`src/rtl/digit_sequence_checker_pkg.sv`:
```
// Shared constants and types for the digit sequence checker: the 7-5-1-4-2-3-0-2-6
// target sequence, special codes and the classification of accepted codes.
package digit_seq_pkg;

   localparam int         SEQ_LEN    = 9;
   localparam int         PROG_W     = 4;
   localparam logic [3:0] CODE_BLANK = 4'd15;
   localparam logic [3:0] CODE_FIRST = 4'd7;

   typedef logic [3:0]        code_t;
   typedef logic [PROG_W-1:0] prog_t;

   typedef enum logic [1:0] {
      EV_BLANK,
      EV_ADVANCE,
      EV_MATCH,
      EV_MISS
   } event_t;

   // Expected code at each sequence position; out-of-range positions never match a digit.
   function automatic code_t seq_code(input prog_t idx);
      case (idx)
         4'd0:    return 4'd7;
         4'd1:    return 4'd5;
         4'd2:    return 4'd1;
         4'd3:    return 4'd4;
         4'd4:    return 4'd2;
         4'd5:    return 4'd3;
         4'd6:    return 4'd0;
         4'd7:    return 4'd2;
         4'd8:    return 4'd6;
         default: return CODE_BLANK;
      endcase
   endfunction

endpackage

```
`src/rtl/digit_sequence_checker_code_change_detect.sv`:
```
// Remembers the last accepted code and flags a new code whenever the bus value changes.
module code_change_detect
   import digit_seq_pkg::*;
(
   input  logic  clock,
   input  logic  reset,
   input  code_t digit_in,
   output logic  accept,
   output code_t code
);

   code_t last_code;

   assign accept = (digit_in != last_code);
   assign code   = digit_in;

   // Resetting to the blank code lets a digit held across reset be accepted right away.
   always_ff @(posedge clock or posedge reset) begin
      if (reset) begin
         last_code <= CODE_BLANK;
      end else if (accept) begin
         last_code <= digit_in;
      end
   end

endmodule

```
`config.mk`:
```
export PLATFORM = sky130hd
export DESIGN_NAME = code_change_detect
export DESIGN_NICKNAME = d
export VERILOG_FILES = /design/src/rtl/digit_sequence_checker_pkg.sv /design/src/rtl/digit_sequence_checker_code_change_detect.sv
export SDC_FILE = /design/constraint.sdc
export NUM_CORES = 1
export LEC_CHECK = 0
export BUFFER_PORTS_ARGS = -buffer_cell sky130_fd_sc_hd__buf_2
export CAP_MARGIN = 20
export CORE_AREA = 3 3 40 42
export DETAILED_ROUTE_END_ITERATION = 6
export DIE_AREA = 0 0 43 45
export PLACE_DENSITY = 0.45
export SKIP_LAST_GASP = 1
export SYNTH_ARGS = -nofsm -noshare
export SYNTH_HDL_FRONTEND = slang
export SYNTH_SLANG_ARGS = --single-unit
```
`constraint.sdc`:
```
create_clock -name clock -period 1.1 [get_ports clock]
set_input_delay 0.11 -clock clock [delete_from_list [all_inputs] [get_ports clock]]
set_output_delay 0.11 -clock clock [all_outputs]
set_load 0.005 [all_outputs]
```
# [Word level (Yosys, flattened, before mapping)]
# Index checks and enable logic that the tools add are counted.
[totals] reg_bits=4 out_inout_bits=5
[op_classes] eq_ne=1
[ops] cell="4-bit != test" n=1

# [Logic depth before layout (Yosys ltp)]
[logic_depth] word_depth=1 ltp_mapped=2 depth_no_buf=2

# [Worst setup path before layout]
# OpenSTA, ideal clock, no wires.
[synth_path] kind="register -> output" start="register last_code[2]" end="output port accept" required_ns=0.990 path_slack_ns=0.266 stages_incl_launch_ff=3 n_path_buf=0 arrival_time_ns=0.724 cell_sequence="dfstp_2 xnor2_1 nand4_1"
[synth_via] elab_chain_cells=1
[synth_lines] item="start: declaration" line="digit_sequence_checker_code_change_detect.sv:12" text="code_t last_code;"
[synth_lines] item="start signal: assignment" line="digit_sequence_checker_code_change_detect.sv:22" text="last_code <= digit_in;"
[synth_lines] item="4-bit != test" line="digit_sequence_checker_code_change_detect.sv:14" text="assign accept = (digit_in != last_code);"
[synth_lines] item="end: declaration" line="digit_sequence_checker_code_change_detect.sv:8" text="output logic accept,"
# Every way passes these cells.

# [Worst setup path after layout]
[layout_path] start="register last_code[1]" end="output port accept"
# The elaborated chain is that of the path after synthesis.

==> flow_metrics.py <==
metrics = {
    "status": {
        "status": "complete, but fails checks",
        "violations": "setup timing",
    },
    "finish": {
        "nets": 35,
        "diodes": 0,
        "regMostFlops": "last_code",
        "reg_top3": "last_code (4)",
        "layout_commonest_cell": "buf_2",
        "final_cell_mix": "10 x buf_2, 4 x dlygate4sd3_1, 4 x dfstp_2",
        "largest_reg_flops": 4,
        "stdcell_area_um2": 289,
        "area_growth_pct": 48.1,
        "fin_util_pct": 22.5,
        "drive_gt1_share_pct": 66.7,
    },
    "die": {
        "die_w_um": 43,
        "die_h_um": 45,
        "die-area_mm2": 0.00194,
        "core_area_mm2": 0.00128,
        "start_util_pct": 15.2,
        "core.rowCount": 13,
        "io-pin-count": 11,
    },
    "cts": {
        "cts_buffers": 3,
        "cts_root_buffer": "clkbuf_4",
        "htreeDepth": 1,
        "cts_tree": "done",
        "clk_pin_slew_worst_paths_ns": 0.04,
        "cts.sinks": 4,
        "clock_path_buffers": 2,
    },
    "routing": {
        "dr.first_iter.drc_count": 0,
        "drt_pre_antenna_iters": 1,
        "avgRoutedWirePerCell_um": 8.76,
        "route.detailed.drc": 0,
        "finalWirelength_um": 368,
        "vias": 146,
        "vias_per_cell": 3.48,
        "drtAntennaViolNets": 0,
    },
    "logic_synthesis": {
        "post_synth_num_cell_types": 6,
        "synth_top_cell_by_area": "dfstp_2",
        "syn_inst": 18,
        "synth_nets": 24,
        "ys_seq_area_share_pct": 53.8,
        "synth.top_cell.area_share_pct": 53.8,
        "synth-seq-cells": 4,
        "ys_warn_count": 0,
        "synth.avg_cell_area_um2": 10.8,
        "synth_area_um2": 195,
        "yosys-top-cells-area": "dfstp_2 54%, xnor2_1 18%, buf_4 15%",
    },
    "power_and_ir_drop": {
        "p_leak_uw": 0.000130,
        "swShare_pct": 20.7,
        "p_int_uw": 318,
        "p_sw_uw": 82.7,
        "p_comb_share_pct": 13.9,
        "powerDensity_mw_per_mm2": 1380,
        "seqPwrFrac_pct": 41.2,
        "clock_power_share_pct": 44.9,
        "ir_drop_mv": 0.532,
    },
    "sta": {
        "fin_ws_ns": -0.126,
        "holdWs_ns": 0.0134,
        "timing.final.crit_share_pct": 111,
        "timing.fmax_mhz": 816,
        "finalHoldViolations": 0,
        "period_needed_ns": 1.23,
        "finalSetupViolations": 1,
        "maxSlewViolCount": 0,
        "worst_pin_slew_ns": 0.154,
        "max_slew_margin_pct": 89.7,
        "rsz0062_at_grt": "true",
    },
    "grt": {
        "grt_start_max_net_pins": 5,
        "grt_pass1_vias": 182,
        "grtUsageTotal_pct": 5.69,
        "grt_pass1_wl_um": 703,
        "antenna_found_initial": 0,
        "grt-ovfl-total": 0,
    },
    "worst_setup_path": {
        "worstSetupPathType": "reg -> out",
        "critical_path_peak_fanout": 1,
        "endpoint": "accept",
        "cp-end-kind": "output port",
        "critPathLaunch": "last_code[1]",
        "worst_ep_required_time_ns": 0.99,
        "startpoint_type": "flop",
        "cp_data_arrival_time_ns": 1.12,
    },
    "worst_hold_path": {
        "hold_path_class": "in -> reg",
        "worst_hold_startpoint": "digit_in[1]",
    },
    "placed_design": {
        "pre_cts_ws_ns": 0.119,
        "dpl_cell_area_um2": 219,
        "io_buffers": 10,
        "place_congestion": 0.646,
    },
    "flow_run": {
        "max_cap_viol_count": 0,
    },
}
==> worst min-delay path by stage <==
stage	end	slack [ns]	cells past startpoint
finish	last_code[1]	0.01	1
global route	last_code[1]	-0.0007	1
CTS	last_code[1]	-0.003	1
detailed placement	last_code[2]	0.21	2
global placement	last_code[2]	0.18	2
floorplan	last_code[0]	0.07	1
==> layer usage <==
metal	vias up	track usage [%]	routed length [µm]
li1	66	-	-
met4	0	5.42	0
met1	68	4.89	154
met2	12	7.78	147
met5	-	0	0
met3	0	5.18	67
==> repair_timing <==
| action | 4_1_cts | 5_1_grt |
|---|---|---|
| buffers inserted | 0 | 0 |
| hold buffers | 3 | 1 |
| resized for setup | 0 | 1 |
| setup endpoints to repair | 1 | 1 |
| hold endpoints to repair | 7 | 1 |
| pin swaps | 2 | 1 |
==> power by group through the flow <==
stage	sequential, µW	combinational, µW	clock [µW]
detailed placement	166	43.0	0
CTS	165	51.3	193
floorplan	165	32.8	0
global route	166	62.7	211
global placement	166	41.4	0
finish	165	55.5	180
==> cell families after synthesis <==
family        synth area share, %
xor+xnor                     17.9
flops                        53.8
simple gates                 3.21
buf+inv                      25.0
==> Yosys cell counts <==
| cell | number |
|---|---|
| buf_4 | 4 |
| clkbuf_1 | 4 |
| dfstp_2 | 4 |
| xnor2_1 | 4 |
| inv_1 | 1 |
| nand4_1 | 1 |
==> final cells by class <==
class | count | area, µm²
Timing Repair Buffer | 14 | 90.1
Inverter | 1 | 3.75
Multi-Input combinational cell | 5 | 48.8
Tap cell | 15 | 18.8
Fill cell | 141 | 996
Sequential cell | 4 | 105
Clock buffer | 3 | 22.5
==> worst max-delay path: stages (launching register included) <==
cell and delay, ns:
dfstp_2 0.53, xnor2_2 0.10, nand4_1 0.11, buf_2 0.14
==> through the flow <==
step / power (µW) / TNS (ns) / instances
global placement: 207 / 0 / 35
global route: 440 / -0.173 / 42
CTS: 409 / -0.133 / 41
finish: 400 / -0.126 / 42
detailed placement: 209 / 0 / 35
floorplan: 198 / 0 / 18
Power figures use the tool's default switching activity.
